==> src/rtl/custom_axi_ip_regs.sv <==
// AXI4-Lite register front-end for the custom processing IP: operand/start out, result/status in.
// Optional interrupt output and CTRL.IE bit are built when CUSTOM_AXI_IP_REGS_IRQ_EN is defined.
module custom_axi_ip_regs #(
    parameter int ADDR_WIDTH = 4,
    parameter int DATA_WIDTH = 32
) (
    input  logic                      clk_i,
    input  logic                      rst_ni,
    input  logic [ADDR_WIDTH-1:0]     s_awaddr_i,
    input  logic                      s_awvalid_i,
    output logic                      s_awready_o,
    input  logic [DATA_WIDTH-1:0]     s_wdata_i,
    input  logic [DATA_WIDTH/8-1:0]   s_wstrb_i,
    input  logic                      s_wvalid_i,
    output logic                      s_wready_o,
    output logic [1:0]                s_bresp_o,
    output logic                      s_bvalid_o,
    input  logic                      s_bready_i,
    input  logic [ADDR_WIDTH-1:0]     s_araddr_i,
    input  logic                      s_arvalid_i,
    output logic                      s_arready_o,
    output logic [DATA_WIDTH-1:0]     s_rdata_o,
    output logic [1:0]                s_rresp_o,
    output logic                      s_rvalid_o,
    input  logic                      s_rready_i,
    output logic [DATA_WIDTH-1:0]     hw_din_o,
    output logic                      hw_enable_o,
    input  logic [DATA_WIDTH:0]       hw_dout_i,
    input  logic [1:0]                hw_enable_i,
    input  logic [2:0]                hw_status_i
`ifdef CUSTOM_AXI_IP_REGS_IRQ_EN
    ,
    output logic                      irq_o
`endif
);

    localparam logic [1:0] RESP_OKAY   = 2'b00;
    localparam logic [1:0] RESP_SLVERR = 2'b10;

    typedef enum logic [1:0] {
        REG_CTRL   = 2'd0,
        REG_DIN    = 2'd1,
        REG_RESULT = 2'd2,
        REG_STATUS = 2'd3
    } reg_sel_e;

    logic                  bvalid_q;
    logic [1:0]            bresp_q;
    logic                  rvalid_q;
    logic [1:0]            rresp_q;
    logic [DATA_WIDTH-1:0] rdata_q;
    logic [DATA_WIDTH-1:0] din_q;
    logic [DATA_WIDTH-1:0] result_q;
    logic                  result_valid_q;
    logic                  overrun_q;
    logic                  busy_q;
    logic                  hw_enable_q;
    logic                  ie_q;

    logic                  wr_accept;
    logic                  rd_accept;
    logic                  wr_in_range;
    logic                  rd_in_range;
    reg_sel_e              wr_sel;
    reg_sel_e              rd_sel;
    logic                  capture;
    logic                  busy_eff;
    logic                  start_req;
    logic                  start_ok;
    logic                  ctrl_wr;
    logic                  din_wr;
    logic                  rd_result;
    logic [1:0]            wr_resp;
    logic [DATA_WIDTH-1:0] rd_data;
    logic [1:0]            rd_resp;
    logic [DATA_WIDTH-1:0] status_word;
    logic [DATA_WIDTH-1:0] ctrl_word;
    logic                  unused_bits;

    assign unused_bits = ^{s_awaddr_i[1:0], s_araddr_i[1:0], hw_enable_i[1]};

    // Address and write data are accepted together, and only when no B beat is outstanding.
    assign wr_accept   = rst_ni & s_awvalid_i & s_wvalid_i & ~bvalid_q;
    assign rd_accept   = rst_ni & s_arvalid_i & ~rvalid_q;
    assign s_awready_o = wr_accept;
    assign s_wready_o  = wr_accept;
    assign s_arready_o = rd_accept;

    assign wr_in_range = ((s_awaddr_i >> 4) == '0);
    assign rd_in_range = ((s_araddr_i >> 4) == '0);
    assign wr_sel      = reg_sel_e'(s_awaddr_i[3:2]);
    assign rd_sel      = reg_sel_e'(s_araddr_i[3:2]);

    // A result arriving in the same cycle as a START frees the IP before the START is judged.
    assign capture   = hw_dout_i[0] & hw_enable_i[0];
    assign busy_eff  = busy_q & ~capture;
    assign ctrl_wr   = wr_accept & wr_in_range & (wr_sel == REG_CTRL) & s_wstrb_i[0];
    assign din_wr    = wr_accept & wr_in_range & (wr_sel == REG_DIN);
    assign start_req = ctrl_wr & s_wdata_i[0];
    assign start_ok  = start_req & ~busy_eff;
    assign rd_result = rd_accept & rd_in_range & (rd_sel == REG_RESULT);

    always_comb begin
        wr_resp = RESP_OKAY;
        if (!wr_in_range || (start_req && busy_eff)) begin
            wr_resp = RESP_SLVERR;
        end
    end

`ifdef CUSTOM_AXI_IP_REGS_IRQ_EN
    assign ctrl_word = {{(DATA_WIDTH-2){1'b0}}, ie_q, 1'b0};
`else
    assign ctrl_word = '0;
`endif

    assign status_word = {{(DATA_WIDTH-11){1'b0}}, busy_q, overrun_q, result_valid_q,
                          5'b00000, hw_status_i};

    always_comb begin
        rd_data = '0;
        rd_resp = RESP_OKAY;
        if (!rd_in_range) begin
            rd_resp = RESP_SLVERR;
        end else begin
            case (rd_sel)
                REG_CTRL:   rd_data = ctrl_word;
                REG_DIN:    rd_data = din_q;
                REG_RESULT: rd_data = result_q;
                REG_STATUS: rd_data = status_word;
                default:    rd_data = '0;
            endcase
        end
    end

    always_ff @(posedge clk_i) begin
        if (!rst_ni) begin
            bvalid_q <= 1'b0;
            bresp_q  <= RESP_OKAY;
        end else if (wr_accept) begin
            bvalid_q <= 1'b1;
            bresp_q  <= wr_resp;
        end else if (s_bready_i) begin
            bvalid_q <= 1'b0;
        end
    end

    // Read data is captured once at accept and held until the R handshake completes.
    always_ff @(posedge clk_i) begin
        if (!rst_ni) begin
            rvalid_q <= 1'b0;
            rresp_q  <= RESP_OKAY;
            rdata_q  <= '0;
        end else if (rd_accept) begin
            rvalid_q <= 1'b1;
            rresp_q  <= rd_resp;
            rdata_q  <= rd_data;
        end else if (s_rready_i) begin
            rvalid_q <= 1'b0;
        end
    end

    always_ff @(posedge clk_i) begin
        if (!rst_ni) begin
            din_q <= '0;
        end else if (din_wr) begin
            for (int b = 0; b < DATA_WIDTH/8; b++) begin
                if (s_wstrb_i[b]) begin
                    din_q[b*8 +: 8] <= s_wdata_i[b*8 +: 8];
                end
            end
        end
    end

    always_ff @(posedge clk_i) begin
        if (!rst_ni) begin
            ie_q <= 1'b0;
        end else if (ctrl_wr) begin
`ifdef CUSTOM_AXI_IP_REGS_IRQ_EN
            ie_q <= s_wdata_i[1];
`else
            ie_q <= 1'b0;
`endif
        end
    end

    // A RESULT read in the capture cycle consumes the old value, so it is not an overrun.
    always_ff @(posedge clk_i) begin
        if (!rst_ni) begin
            result_q       <= '0;
            result_valid_q <= 1'b0;
            overrun_q      <= 1'b0;
            busy_q         <= 1'b0;
            hw_enable_q    <= 1'b0;
        end else begin
            hw_enable_q <= start_ok;
            if (capture) begin
                result_q       <= hw_dout_i[DATA_WIDTH:1];
                result_valid_q <= 1'b1;
                if (result_valid_q && !rd_result) begin
                    overrun_q <= 1'b1;
                end
            end else if (rd_result) begin
                result_valid_q <= 1'b0;
            end
            if (start_ok) begin
                busy_q <= 1'b1;
            end else if (capture) begin
                busy_q <= 1'b0;
            end
        end
    end

`ifdef CUSTOM_AXI_IP_REGS_IRQ_EN
    logic irq_q;

    always_ff @(posedge clk_i) begin
        if (!rst_ni) begin
            irq_q <= 1'b0;
        end else begin
            irq_q <= result_valid_q & ie_q;
        end
    end

    assign irq_o = irq_q;
`endif

    assign s_bvalid_o  = bvalid_q;
    assign s_bresp_o   = bresp_q;
    assign s_rvalid_o  = rvalid_q;
    assign s_rresp_o   = rresp_q;
    assign s_rdata_o   = rdata_q;
    assign hw_din_o    = din_q;
    assign hw_enable_o = hw_enable_q;

endmodule
==> config.mk <==
export PLATFORM = sky130hd
export DESIGN_NAME = custom_axi_ip_regs
export DESIGN_NICKNAME = d
export VERILOG_FILES = /design/src/rtl/custom_axi_ip_regs.sv
export SDC_FILE = /design/constraint.sdc
export NUM_CORES = 1
export LEC_CHECK = 0
export CAP_MARGIN = 20
export CORE_ASPECT_RATIO = 0.75
export CORE_UTILIZATION = 48
export CTS_BUF_LIST = sky130_fd_sc_hd__clkbuf_2
export DETAILED_ROUTE_END_ITERATION = 12
export HOLD_SLACK_MARGIN = 0.02
export PLACE_DENSITY = 0.88
export SKIP_LAST_GASP = 1
export SYNTH_ARGS = -nofsm -noshare
export SYNTH_HDL_FRONTEND = slang
export SYNTH_SLANG_ARGS = --single-unit
==> constraint.sdc <==
create_clock -name clk_i -period 3.45 [get_ports clk_i]
set_input_delay 0.5175 -clock clk_i [delete_from_list [all_inputs] [get_ports clk_i]]
set_output_delay 0.5175 -clock clk_i [all_outputs]
set_load 0.02 [all_outputs]
==> run metrics <==
adder-cell share of the synthesized area 0%; Total Routed Length ~12 mm; Clk pin slew, worst setup/hold paths approximately 0.27 ns; peak supply drop 0.257 mV; Die ar. 8840 um2; Root Driver clkbuf_2; total power draw slightly above 2 mW; syn avg cell area 9.11 um2; Post-Syn Instances 446; Post-synth ARST share 0%; Top Ports 163; Cell Pwr Density 362 nW/um2; GRT Residual Overflow 0; LEAKAGE 2.15 nW; worst setup margin 0.649 ns; Vias per Instance ~5.5; H-Tree Depth 3; Final Core Density 70.5%; clk sinks 103; Synth top area share 50.8%; worst r2r dst hw_din_o[30]$_SDFFE_PN0P_; Worst Reg2Reg Path Length in Cells 4; maxcap violations 0; critical path class input port to output port; Seq/Total Area, Yosys 50.8%; pre-CTS setup slack between 0.5 and 0.6 ns; R2R Path Start s_bvalid_o$_SDFFE_PN0P_; status complete, no violations; Least-Margin Pin Slew 0.934 ns; crit path launch type input port; hold_sp rst_ni; first-pass GRT wire length 18.2 mm; post-cts sizing count 0; layout cell share with drive strength beyond 1 6.53%; die width 108 um; post-synthesis mux area share 2.16%; initial antenna violation count 0; synth-to-layout area growth 39.9%; Final Max Tran Viols 0; Synth cell types 32; worst-path fanout max 11; largest family of logic cells by synthesized area simple AND/OR/NAND/NOR gates; Tcrit/Tclk final 81.2%; Num CTS Buffers 9; pin count of the biggest net entering global routing 51; Synth area leaders dfxtp_1, nand2_1, a21boi_0; die span in y 81.7 um; Total GRT Usage 26.8%; Rel. slew slack 37.6%; Initial DRT Pass Iterations 5; Compound-Gate Fraction of Synth Area between 10% and 20%; vias in the first global route 3698; CP required ~2.9 ns; Nets ~670; drt initial violations 153; DRC 0; dpl cells 671; DP HPWL 8.02 mm; Core Box Area 8060 um2; clock skew 0.0247 ns; final setup TNS 0 ns; WHS Path Cells 2; row count 28; synthesized cell area around 4100 um2; ys flop type dfxtp_1; Post-synth EDFFs 0; synthesized-area fraction occupied by and/or/nand/nor cells between 20% and 30%; Tmin final 2.80 ns; Final setup violation count 0; Reg2Reg Setup Slack about 1.4 ns; YS warnings 0; Worst EP arrival 2.28 ns; post-route ant nets 0; clk_lat worst skew 0.52 ns; Synth Area in XOR/XNOR 0%; hold violation total from the final report 0; CTS tree built; Layout Cells excl Fill 687; wire per inst 16.8 um; post-synthesis register bit count 103; Antenna Cells 0; fmax 357 MHz; placer's final routability congestion estimate about 0.82; post-CTS setup buffers 0; worst min path class input port to register; type of destination of the critical path output port; Yosys top cell by area dfxtp_1; port buffer count 154; Hold Buf Count CTS 0; Hold Path End s_rvalid_o$_SDFFE_PN0P_; initial core utilization 50.4%; Vias 3754; RSZ-0062 raised after global routing no; CTS max path bufs 2
[area by class of cell]
class / count / area [um2]
flip-flops and latches: 103 / 2060
clock inverters: 7 / 71.3
well taps: 105 / 131
clock buffers: 9 / 45.0
multi-input cells: 299 / 1760
fillers: 649 / 2380
inverters: 1 / 3.75
repair buffers: 163 / 1600
[cells in the mapped netlist (all sizes together) (19+ instances only)]
cell type	count
dfxtp	103
a21boi	33
nand2	106
a221o	26
buf	19
clkbuf	25
and3	26
nand3	32
o21ai	33
[cell usage in the layout (no fill, tap or decap), drive strengths merged]
master	synthesis	routed
a21oi	1	1
o31ai	1	1
conb	1	3
nand3	32	32
buf	19	10
a22oi	6	6
and2	6	6
o211a	1	1
o21ai	33	33
mux2	6	6
inv	1	2
and3	26	26
clkinvlp	0	2
o2bb2ai	6	6
nand3b	1	1
nand2	106	106
bufinv	0	1
mux2i	2	2
and4b	1	1
a21boi	33	33
clkdlybuf4s50	0	153
o21bai	1	1
and3b	6	6
nor2b	1	1
dfxtp	103	103
clkinv	0	3
nor4bb	1	1
clkbuf	25	9
a221o	26	26
[how the worst max path moves through the flow]
stage                             from          to
6_report                    s_wvalid_i  s_wready_o
5_1_grt        s_bvalid_o$_SDFFE_PN0P_  s_wready_o
4_1_cts        s_bvalid_o$_SDFFE_PN0P_  s_wready_o
3_5_place_dp                s_wvalid_i  s_wready_o
3_3_place_gp                s_wvalid_i  s_wready_o
2_1_floorplan               s_wvalid_i  s_wready_o
[cell families (layout without fill, tap and decap cells)]
kind of cell / after synthesis / after routing
multiplexers: 8 / 8
AO/OA/AOI/OAI: 108 / 108
flip-flops: 103 / 103
other: 1 / 3
buffers and inverters: 46 / 180
AND/OR/NAND/NOR: 180 / 180
[through the flow]
step	area [um2]	hold slack [ns]
6_report	5680	0.399
5_1_grt	5680	0.355
4_1_cts	5680	0.338
3_5_place_dp	5570	0.446
3_3_place_gp	5570	0.441
2_1_floorplan	4070	0.419
[power breakdown]
part	switching, mW	total (mW)	leakage, nW	internal (mW)
registers	0.0168	1.24	0.835	1.22
logic	0.121	0.259	1.25	0.137
clock network	0.394	0.561	0.0659	0.167
total	0.532	2.06	2.15	1.53
[critical path, cell delays in order]
cell             delay (ns)
clkdlybuf4s50_1        0.48
and4b_1                0.55
clkdlybuf4s50_1        0.74
[per-layer routing]
metal / GRT usage [%] / vias to the layer above / part of all wire [%]
met4: 7.67 / 0 / 0.92
met1: 33.5 / 1767 / 43
met5: 0 / - / 0
li1: - / 1819 / -
met2: 45.4 / 158 / 48
met3: 7.70 / 10 / 8.5
No activity file was read; power rests on OpenSTA's default activity.
